===== config.mk =====
export PLATFORM = sky130hd
export DESIGN_NAME = zx8x_tape_player
export DESIGN_NICKNAME = d
export VERILOG_FILES = /design/src/rtl/zx8x_tape_player.sv
export SDC_FILE = /design/constraint.sdc
export NUM_CORES = 1
export LEC_CHECK = 0
export BUFFER_PORTS_ARGS = -buffer_cell sky130_fd_sc_hd__buf_4
export CAP_MARGIN = 15
export CORE_MARGIN = 2
export CORE_UTILIZATION = 53
export DETAILED_ROUTE_END_ITERATION = 12
export GPL_ROUTABILITY_DRIVEN = 0
export PLACE_DENSITY = 0.85
export SLEW_MARGIN = 5
export SYNTH_ARGS = -nofsm -noshare
export SYNTH_HDL_FRONTEND = slang
export SYNTH_SLANG_ARGS = --single-unit

===== constraint.sdc =====
create_clock -name clk_sys -period 2.6 [get_ports clk_sys]
set_clock_uncertainty 0.2 [all_clocks]
set_input_delay 0.26 -clock clk_sys [delete_from_list [all_inputs] [get_ports clk_sys]]
set_output_delay 0.26 -clock clk_sys [all_outputs]
set_load 0.02 [all_outputs]

===== src/rtl/zx8x_tape_player.sv =====
// ZX80/ZX81 cassette playback: streams a tape-buffer image out as the EAR pulse
// train the ROM loader expects (MSB first, 4 pulses per 0 bit, 9 per 1 bit).
module zx8x_tape_player #(
    parameter int unsigned CLK_DIV     = 52,
    parameter int unsigned PULSE_HI_US = 150,
    parameter int unsigned PULSE_LO_US = 150,
    parameter int unsigned GAP_US      = 1300,
    parameter int unsigned LEADER_US   = 1000000
) (
    input  logic        clk_sys,
    input  logic        reset_n,
    input  logic        start,
    input  logic        stop,
    input  logic        prepend_name,
    input  logic [13:0] len,
    output logic [13:0] mem_addr,
    output logic        mem_rd,
    input  logic [7:0]  mem_data,
    output logic        tape_out,
    output logic        busy,
    output logic        done
);

    localparam int unsigned PW     = (CLK_DIV > 1) ? $clog2(CLK_DIV) : 1;
    localparam int unsigned MAX_A  = (PULSE_HI_US > PULSE_LO_US) ? PULSE_HI_US : PULSE_LO_US;
    localparam int unsigned MAX_B  = (GAP_US > LEADER_US) ? GAP_US : LEADER_US;
    localparam int unsigned MAX_US = (MAX_A > MAX_B) ? MAX_A : MAX_B;
    localparam int unsigned DW     = $clog2(MAX_US + 1);

    localparam logic [PW-1:0] PRESC_LAST  = PW'(CLK_DIV - 1);
    localparam logic [DW-1:0] HI_LAST     = DW'(PULSE_HI_US - 1);
    localparam logic [DW-1:0] LO_LAST     = DW'(PULSE_LO_US - 1);
    localparam logic [DW-1:0] GAP_LAST    = DW'(GAP_US - 1);
    localparam logic [DW-1:0] LEADER_LAST = DW'(LEADER_US - 1);

    typedef enum logic [2:0] {
        S_IDLE,
        S_LEADER,
        S_FETCH,
        S_WAITDATA,
        S_PULSE_H,
        S_PULSE_L,
        S_GAP,
        S_DONE
    } state_t;

    state_t        state_q, state_d;
    logic [PW-1:0] presc_q, presc_d;
    logic [DW-1:0] dur_q, dur_d;
    logic [1:0]    wait_q, wait_d;
    logic [13:0]   index_q, index_d;
    logic [7:0]    shift_q, shift_d;
    logic [2:0]    bit_q, bit_d;
    logic [3:0]    pcnt_q, pcnt_d;
    logic          name_q, name_d;
    logic [13:0]   mem_addr_q, mem_addr_d;
    logic          mem_rd_q, mem_rd_d;
    logic          tape_q, tape_d;
    logic          busy_q, busy_d;
    logic          done_q, done_d;

    logic          tick;
    logic [DW-1:0] dur_last;
    logic          dur_end;

    assign tick = busy_q && (presc_q == PRESC_LAST);

    always_comb begin
        dur_last = '0;
        case (state_q)
            S_LEADER:  dur_last = LEADER_LAST;
            S_PULSE_H: dur_last = HI_LAST;
            S_PULSE_L: dur_last = LO_LAST;
            S_GAP:     dur_last = GAP_LAST;
            default:   dur_last = '0;
        endcase
    end

    assign dur_end = tick && (dur_q == dur_last);

    always_comb begin
        state_d    = state_q;
        presc_d    = presc_q;
        dur_d      = dur_q;
        wait_d     = wait_q;
        index_d    = index_q;
        shift_d    = shift_q;
        bit_d      = bit_q;
        pcnt_d     = pcnt_q;
        name_d     = name_q;
        mem_addr_d = mem_addr_q;
        mem_rd_d   = 1'b0;
        busy_d     = busy_q;
        done_d     = done_q;

        if (busy_q) begin
            presc_d = tick ? '0 : presc_q + 1'b1;
        end
        if (tick) begin
            dur_d = dur_q + 1'b1;
        end

        case (state_q)
            S_IDLE, S_DONE: begin
                if (start) begin
                    state_d = S_LEADER;
                    busy_d  = 1'b1;
                    done_d  = 1'b0;
                    index_d = '0;
                    name_d  = prepend_name;
                    presc_d = '0;
                    dur_d   = '0;
                end
            end
            S_LEADER: begin
                if (dur_end) begin
                    state_d = S_FETCH;
                    dur_d   = '0;
                end
            end
            S_FETCH: begin
                if (name_q) begin
                    name_d  = 1'b0;
                    shift_d = 8'h80;
                    bit_d   = 3'd7;
                    pcnt_d  = 4'd9;
                    dur_d   = '0;
                    state_d = S_PULSE_H;
                end else if (index_q == len) begin
                    state_d = S_DONE;
                    busy_d  = 1'b0;
                    done_d  = 1'b1;
                end else begin
                    mem_addr_d = index_q;
                    mem_rd_d   = 1'b1;
                    wait_d     = '0;
                    state_d    = S_WAITDATA;
                end
            end
            S_WAITDATA: begin
                // Strobe cycle plus one idle cycle; data is sampled on the third edge.
                if (wait_q == 2'd2) begin
                    shift_d = mem_data;
                    index_d = index_q + 14'd1;
                    bit_d   = 3'd7;
                    pcnt_d  = mem_data[7] ? 4'd9 : 4'd4;
                    dur_d   = '0;
                    state_d = S_PULSE_H;
                end else begin
                    wait_d = wait_q + 2'd1;
                end
            end
            S_PULSE_H: begin
                if (dur_end) begin
                    dur_d   = '0;
                    state_d = S_PULSE_L;
                end
            end
            S_PULSE_L: begin
                if (dur_end) begin
                    dur_d   = '0;
                    pcnt_d  = pcnt_q - 4'd1;
                    state_d = (pcnt_q != 4'd1) ? S_PULSE_H : S_GAP;
                end
            end
            S_GAP: begin
                if (dur_end) begin
                    dur_d = '0;
                    if (bit_q != 3'd0) begin
                        shift_d = {shift_q[6:0], 1'b0};
                        bit_d   = bit_q - 3'd1;
                        pcnt_d  = shift_q[6] ? 4'd9 : 4'd4;
                        state_d = S_PULSE_H;
                    end else begin
                        state_d = S_FETCH;
                    end
                end
            end
            default: state_d = S_IDLE;
        endcase

        if (stop) begin
            state_d  = S_IDLE;
            busy_d   = 1'b0;
            done_d   = 1'b0;
            mem_rd_d = 1'b0;
            name_d   = 1'b0;
            presc_d  = '0;
            dur_d    = '0;
        end

        tape_d = (state_d == S_PULSE_H);
    end

    always_ff @(posedge clk_sys or negedge reset_n) begin
        if (!reset_n) begin
            state_q    <= S_IDLE;
            presc_q    <= '0;
            dur_q      <= '0;
            wait_q     <= '0;
            index_q    <= '0;
            shift_q    <= '0;
            bit_q      <= '0;
            pcnt_q     <= '0;
            name_q     <= 1'b0;
            mem_addr_q <= '0;
            mem_rd_q   <= 1'b0;
            tape_q     <= 1'b0;
            busy_q     <= 1'b0;
            done_q     <= 1'b0;
        end else begin
            state_q    <= state_d;
            presc_q    <= presc_d;
            dur_q      <= dur_d;
            wait_q     <= wait_d;
            index_q    <= index_d;
            shift_q    <= shift_d;
            bit_q      <= bit_d;
            pcnt_q     <= pcnt_d;
            name_q     <= name_d;
            mem_addr_q <= mem_addr_d;
            mem_rd_q   <= mem_rd_d;
            tape_q     <= tape_d;
            busy_q     <= busy_d;
            done_q     <= done_d;
        end
    end

    assign mem_addr = mem_addr_q;
    assign mem_rd   = mem_rd_q;
    assign tape_out = tape_q;
    assign busy     = busy_q;
    assign done     = done_q;

endmodule


Yosys cells after proc, flatten, opt, wreduce, memory -nomap -nowiden
Cells that the tools add are included.
Widths: inputs -> output; s select.
{ "totals": {"ff_bits": 78, "out_inout_bits": 18, "wordCells": 133, "inputBits": 27, "rom_bits": 0, "latch_bits": 0, "memories": 0, "ram_bits": 0} }
{ "classes": {"n_lt_le_gt_ge": 0, "reduce_logical": 19, "mul": 0, "bitwise": 2, "mux": 67, "shifts": 0, "add_sub_neg": 6, "div": 0, "eq_ne": 25} }
{ "ops": {"columns": ["operator", "n"], "rows": [
  ["$mux 20", 6],
  ["$pmux 20 s4", 1],
  ["$pmux 20 s3", 1],
  ["$mux 3", 14],
  ["$mux 6", 5],
  ["$mux 14", 2],
  ["$mux 4", 7],
  ["$mux 7", 4],
  ["$pmux 14 s2", 1],
  ["$pmux 3 s7", 1],
  ["$pmux 7 s3", 1],
  ["$add 20x1->20 const B", 1],
  ["$eq 20x20->1", 1],
  ["$ne 2x2->1 const B", 9],
  ["$pmux 4 s4", 1],
  ["$eq 3x3->1 const B", 5],
  ["$add 14x1->14 const B", 1],
  ["$eq 14x14->1", 1],
  ["$mux 1", 14],
  ["$ne 3x3->1 const B", 3],
  ["$pmux 3 s3", 1],
  ["$reduce_bool 3->1", 3],
  ["$mux 2", 4],
  ["$reduce_and 4->1", 2],
  ["other kinds (22)", 30]
]} }

Depth between registers and ports, before layout
Gate-level depths: netlist of the first run.
{ "depth": {"depth_word": 9, "mapped_depth": 10, "depth_no_buf": 9} }

Worst setup path before layout of the first run
No wires, ideal clock.
{ "synth_timing": {"kind": "flip-flop to flip-flop", "from": "reg dur_q[11]", "to": "reg state_q[1]", "setup_slack_ps": 80, "period_less_slack_ps": 2520, "n_path_buf": 0, "path_stages_with_launch": 8, "setup_ps": 119, "t_required_ps": 2281, "arrival_time_ps": 2201, "cell_sequence": "dfrtp_1 > or4_4 > a211oi_2 > nand3_2 > nor3_4 > a31oi_2 > a2111o_1 > and2_1"} }
{ "synth_via": {"elab_chain_len": 5, "word_cells_on_any_way": 8, "classes_between": "eq/ne (1); mux (6); reduce/logical (1)"} }
{ "synth_lines": {"columns": ["item", "line_no", "source"], "rows": [
  ["start, declared", "49", "logic [DW-1:0] dur_q, dur_d;"],
  ["start signal, assigned", "214", "dur_q <= dur_d;"],
  ["$eq 20x20->1 *", "79", "assign dur_end = tick && (dur_q == dur_last);"],
  ["$logic_and 1x1->1 *", "79", null],
  ["$mux 3, on equally long branches", null, null],
  ["$pmux 3 s7 *", "103", "case (state_q)"],
  ["$mux 3 *", "182", "if (stop) begin"],
  ["named net state_d[1]", "47", "state_t state_q, state_d;"],
  ["end signal, assigned", "212", "state_q <= state_d;"],
  ["end, declared", "47", null]
]} }
Mark *: on every way through the listed nets, which the timed path passes. The rest lies on a longest branch.
A chain may end at the register's enable or synchronous reset.

Worst setup path in the final report of the first run
{ "layout_timing": {"from": "reg dur_q[11]", "to": "reg dur_q[13]"} }
{ "layout_via": {"elab_chain_len": 5, "word_cells_on_any_way": 10, "classes_between": "add/sub (1); eq/ne (1); mux (7); reduce/logical (1)"} }
{ "layout_lines": {"columns": ["item", "line_no"], "rows": [
  ["$add 20x1->20 or $eq 20x20->1 (tied branches)", "100, 79"],
  ["$mux 20 or $logic_and 1x1->1 (tied branches)", "99, 79"],
  ["$mux 20, on equally long branches", null],
  ["$pmux 20 s4 *", "103"],
  ["$mux 20 *", "182"],
  ["named net dur_d[13]", "49"]
]} }
Marked as above.

==> results of run 1 <==
==> cells by family after synthesis <==
kind of cell,count (synthesis)
buf+inv,29
fa+ha+maj,8
flops,78
xor+xnor,51
mux,22
compound gates,65
simple gates,177
==> metal layers <==
layer / track usage (%) / part of all wire, %
met3: 5.40 / 4.3
met1: 30.6 / 43
met2: 40.8 / 51
met5: 0 / 0
met4: 6.99 / 1.4
==> worst max-delay path by stage <==
stage | start | endpoint | slack [ns] | depth (start not counted)
after floorplan | dur_q[11] | state_q[1] | 0.08 | 7
after global placement | dur_q[11] | state_q[1] | 0.04 | 7
after detailed placement | dur_q[11] | pcnt_q[1] | -0.01 | 7
after CTS | dur_q[11] | pcnt_q[1] | -0.03 | 7
after global routing | dur_q[11] | dur_q[8] | -0.12 | 9
final | dur_q[11] | dur_q[13] | -0.02 | 9
==> worst max-delay path: stages, from the launching register on <==
cell and delay, ns:
dfrtp_1 0.38, or4_4 0.55, a211oi_4 0.21, nand3_2 0.15, nor3_4 0.24, buf_4 0.18, a21oi_1 0.09, o21ai_2 0.25
buf_6 0.19, nor2_1 0.07
==> flip-flops by register name, indices dropped and copies added, names as in the netlist <==
| register | cells |
|---|---|
| shift_q | 7 |
| busy | 1 |
| index_q | 14 |
| mem_addr | 14 |
| dur_q | 20 |
| mem_rd | 1 |
| tape_out | 1 |
| name_q | 1 |
| state_q | 3 |
| presc_q | 6 |
| pcnt_q | 4 |
| wait_q | 2 |
| done | 1 |
| bit_q | 3 |
==> cells in the final DEF, fill, tap and decap left out, types with 3 or more instances in the layout <==
cell type and n:
nand2_1 38, a22oi_1 6, xnor2_1 11, xor2_1 40, nor2_1 63, and3_1 7
mux2_2 16, nor4_1 5, ha_1 8, a211oi_1 3, o21ai_0 6, nor4_2 4
nand3_1 11, buf_4 77, mux2i_1 4, clkbuf_8 10, or3_1 3, nor2b_1 5
dfrtp_1 77, nor3_1 5, nand2b_1 6, o21ai_1 12, inv_1 11, dlygate4sd3_1 7
a21oi_1 10, nand4_1 14
==> what timing repair did <==
item | in CTS | in global routing
setup endpoints to repair | 6 | 51
pin swaps | 7 | 3
gates resized for setup | 7 | 22
hold buffers | 7 | 0
setup buffers | 2 | 7
endpoints found under the hold margin | 88 | 0
cloned | 0 | 2
==> per-stage QoR <==
step | utilization, % | TNS (ns) | hold WS (ns) | cell area (µm²) | worst slack, ns
2_1_floorplan | - | 0 | -0.236 | 4210 | 0.0798
3_3_place_gp | 62.0 | 0 | 0.262 | 4770 | 0.0408
3_5_place_dp | 62.0 | -0.0214 | 0.280 | 4770 | -0.0128
4_1_cts | 66.6 | -0.0579 | 0.00109 | 5120 | -0.0294
5_1_grt | 68.5 | -2.56 | 0.0167 | 5270 | -0.115
6_report | 68.5 | -0.127 | -0.00270 | 5270 | -0.0195
==> layout make-up <==
class / instances / area [µm²]
clock buffers: 11 / 141
multi-input cells: 323 / 2250
clock inverters: 5 / 82.6
well taps: 102 / 128
inverters: 11 / 41.3
fillers: 590 / 2420
repair buffers: 86 / 671
flip-flops and latches: 78 / 1950
==> power by group <==
group | total [µW] | leakage, µW | internal, µW | switching [µW]
clock | 1030 | 0.000113 | 569 | 458
sequential | 1470 | 0.00106 | 1350 | 130
combinational | 1440 | 0.00126 | 628 | 815
total | 3940 | 0.00244 | 2540 | 1400
==> flow_summary.ini, run 1 <==
[sta]
slew_violations = 0
finalCriticalPeriod_ns = 2.62
worst_slew_pin_slew_ns = 0.997
fin_ws_ns = -0.0195
rsz0062_at_grt = true
hold_viol = 1
fin_crit_sh_pct = 101
setup_viol = 14
whs_ns = -0.00270
fmax_mhz = 382
slew-limit-headroom_pct = 33.5

[placement]
io_buffer_count = 44
dpl.cell_count = 582
dp_hpwl_um = 6640

[logic_synthesis]
synth_compound_area_share_pct = 11.0
synth-simple-area-share_pct = 21.0
synth_top_family_by_area = simple AND/OR/NAND/NOR gates
synth_top_area_share_pct = 46.4
netlist_area_um2 = 4210
synth.area.mux_share_pct = 5.77
synth_most_common_cell = dfrtp_1
synth.area.top_cells = dfrtp_1 (46%), xor2_1 (8.3%), nor2_1 (5.7%)
synth.distinct_cells = 57
synth-seq-cells = 78
syn_avg_cell_area_um2 = 9.78
synthAdderAreaFrac_pct = 2.38
yosysWarningCount = 0
netlist_top_cells_count = dfrtp_1 (78), nor2_1 (64), xor2_1 (40)
ys_seq_area_share_pct = 46.4
synthCells = 430
synthXorXnorAreaFrac_pct = 10.6
synth_ff_type = dfrtp_1
async_flop_share_pct = 100
synth_fp_nets = 465
synth_edf_count = 0
synth_top_area_cell = dfrtp_1

[clock_tree]
insertion_delay_ns = 0.35
clock_sinks = 78
clock_path_buffers = 2
numCtsBuffers = 9
root_buffer = clkbuf_8
htreeDepth = 3
cts_tree = yes
cts.clk_slew.worst_paths_ns = 0.08

[worst_setup_path]
rrSetupSlack_ns = -0.02
criticalPathCategory = reg -> reg
timing.rr.start = dur_q[11]
r2r_cells = 9
end_kind = register
r2r_end = dur_q[13]
cp.required_ns = 2.64
worstPathArrival_ns = 2.66
cp_max_fo = 10
worstSetupStartpointType = register

[route]
dr.pass1.iters = 4
viasPerCell = 5.66
wl_per_cell_um = 16.4
postRouteAntennaNets = 0
first_iter_violations = 186
vias = 3486
wl_um = 10100
drc = 0

[status]
outcome = complete, but fails checks
failed_checks = negative hold slack, negative setup slack

[global_route]
gr-total-overflow = 0
grt_first_pass_wirelength_um = 16500
antenna_found_initial = 0
grt_use_total_pct = 23.9
grt_pass1_vias = 3425
grt_max_degree = 79

[floorplan]
core_area_um2 = 7690
die_area_um2 = 8660
die_h_um = 93.1
initial_core_util_pct = 54.7
die_x_um = 93.1
io-pin-count = 45
rows = 32

[cells_and_area]
area_delta_synth_final_pct = 25.2
drive_gt1_share_pct = 27.6
final_cells = 616
fin_nets = 544
antenna_cells = 0

[pwr]
peakVddDrop_mv = 0.457
fin_total_pwr_uw = 3940
leakage_uw = 0.00244
power_density_nw_per_um2 = 749

[hold_path]
hold_end = shift_q[5]
hold_class = in -> reg
min_from = mem_data[5]
min_path_cells = 3

[flow_run]
maxCapViolCount = 0
(Power assumes the default switching activity.)
==> run 2, diff against run 1 <==
CORE_UTILIZATION = 30   (was 53)
PLACE_DENSITY = 0.57   (was 0.85)
==> flow_summary.ini, run 2 (same netlist as run 1, synthesis figures left out) <==
[clock_tree]
htreeDepth = 3
cts.clk_slew.worst_paths_ns = 0.06
clock_path_buffers = 2
numCtsBuffers = 9
clock_sinks = 78
cts_tree = yes
root_buffer = clkbuf_16
insertion_delay_ns = 0.34

[global_route]
gr-total-overflow = 0
grt_use_total_pct = 13.4
grt_first_pass_wirelength_um = 15800
grt_pass1_vias = 3224
antenna_found_initial = 0
grt_max_degree = 79

[floorplan]
io-pin-count = 45
rows = 43
die_area_um2 = 15000
die_h_um = 122
initial_core_util_pct = 30.5
die_x_um = 122
core_area_um2 = 13800

[route]
highest_layer = met4
first_iter_violations = 149
wl_met3_um = 415
viasPerCell = 4.81
wl_met2_um = 4350
postRouteAntennaNets = 0
drc = 0
dr.pass1.iters = 4
vias = 3310
wl_per_cell_um = 13.8
wl_um = 9500
m1WireLength_um = 4590

[pwr]
peakVddDrop_mv = 0.344
leakage_uw = 0.00243
power_density_nw_per_um2 = 763

[cells_and_area]
area_delta_synth_final_pct = 26.9
largest_reg_flops = 20
drive_gt1_share_pct = 26.0
num-fill-cells = 1399
fin_util_pct = 38.7
final_cell_mix = dfrtp_1 (76), buf_4 (76), nor2_1 (62)
antenna_cells = 0
largest-register = dur_q
fin_nets = 538
design_area_um2 = 5340

[worst_setup_path]
cp.required_ns = 2.62
path_cells = or4_4 > a211oi_2 > nand3_2 > nor3_4 > a31oi_4 > nor3_4 > mux2_4
end_kind = register
cp_common_cell = nor3_4
worstSetupStartpointType = register
slowest_stage = or4_4
criticalPathCategory = reg -> reg
max_stage_delay_ns = 0.54
cp_max_fo = 5
cp_top_family = simple AND/OR/NAND/NOR gates
worstPathBufferInverterCount = 0
worstPathArrival_ns = 2.61

[sta]
rsz0062_at_grt = true
hold_viol = 0
fin_ws_ns = 0.0141
whs_ns = 0.00856
setup_viol = 0
fin_crit_sh_pct = 99.5
finalCriticalPeriod_ns = 2.59
fin_tns_setup_ns = 0
worst_slew_pin_slew_ns = 0.980
slew-limit-headroom_pct = 34.7
fmax_mhz = 387
slew_violations = 0

[placement]
dp_hpwl_um = 6640
place_area_um2 = 4890
pre_cts_ws_ns = 0.0412
io_buffer_count = 44

[flow_run]
maxCapViolCount = 0

[status]
outcome = complete, no violations

[hold_path]
hold_class = in -> reg
-- run 2: path summary, 6_finish.rpt --
kind | startpoint | endpoint | slack [ns] | depth (start not counted)
max | dur_q[12] | pcnt_q[1] | 0.01 | 7
min | mem_data[3] | shift_q[3] | 0.009 | 3
max reg2reg | dur_q[12] | pcnt_q[1] | 0.01 | 7
min reg2reg | bit_q[0] | bit_q[0] | 0.28 | 1
max in group asynchronous | reset_n | state_q[0] | 1.09 | 2
min in group asynchronous | reset_n | dur_q[14] | 0.43 | 2
-- run 2: cell type report --
class	count	area [µm²]	share of cell area [%]
clock buffers	13	260	4.88
well taps	180	225	4.22
repair buffers	80	611	11.4
inverters	11	41.3	0.774
multi-input cells	323	2200	41.3
clock inverters	3	42.5	0.797
flip-flops and latches	78	1950	36.6
-- run 2: through the flow --
step | total power [µW] | std cells
2_1_floorplan | 2320 | 430
3_3_place_gp | 2700 | 663
3_5_place_dp | 2720 | 663
4_1_cts | 4020 | 683
5_1_grt | 4320 | 688
6_report | 4070 | 688
-- run 2: layer usage --
metal	vias to the layer above	global-route usage, %
li1	1647	-
met1	1590	18.3
met2	59	20.4
met3	14	4.04
met4	0	4.31
met5	-	0
-- run 2: tightest hold or removal path, delay by kind of cell --
kind	cells	cell delay, ns
AO/OA/AOI/OAI	2	0.17
buffers and inverters	1	0.08
-- run 2: timing repair --
action | CTS | global route
endpoints found under the setup margin | 0 | 37
setup buffers | 0 | 5
hold endpoints to repair | 85 | 0
hold buffers | 4 | 0
resized for setup | 0 | 16
-- run 2: power by group --
| group | total [µW] | switching (µW) | internal [µW] |
|---|---|---|---|
| logic | 1330 | 748 | 579 |
| registers | 1470 | 119 | 1350 |
| clock network | 1280 | 482 | 795 |
| total | 4070 | 1350 | 2720 |
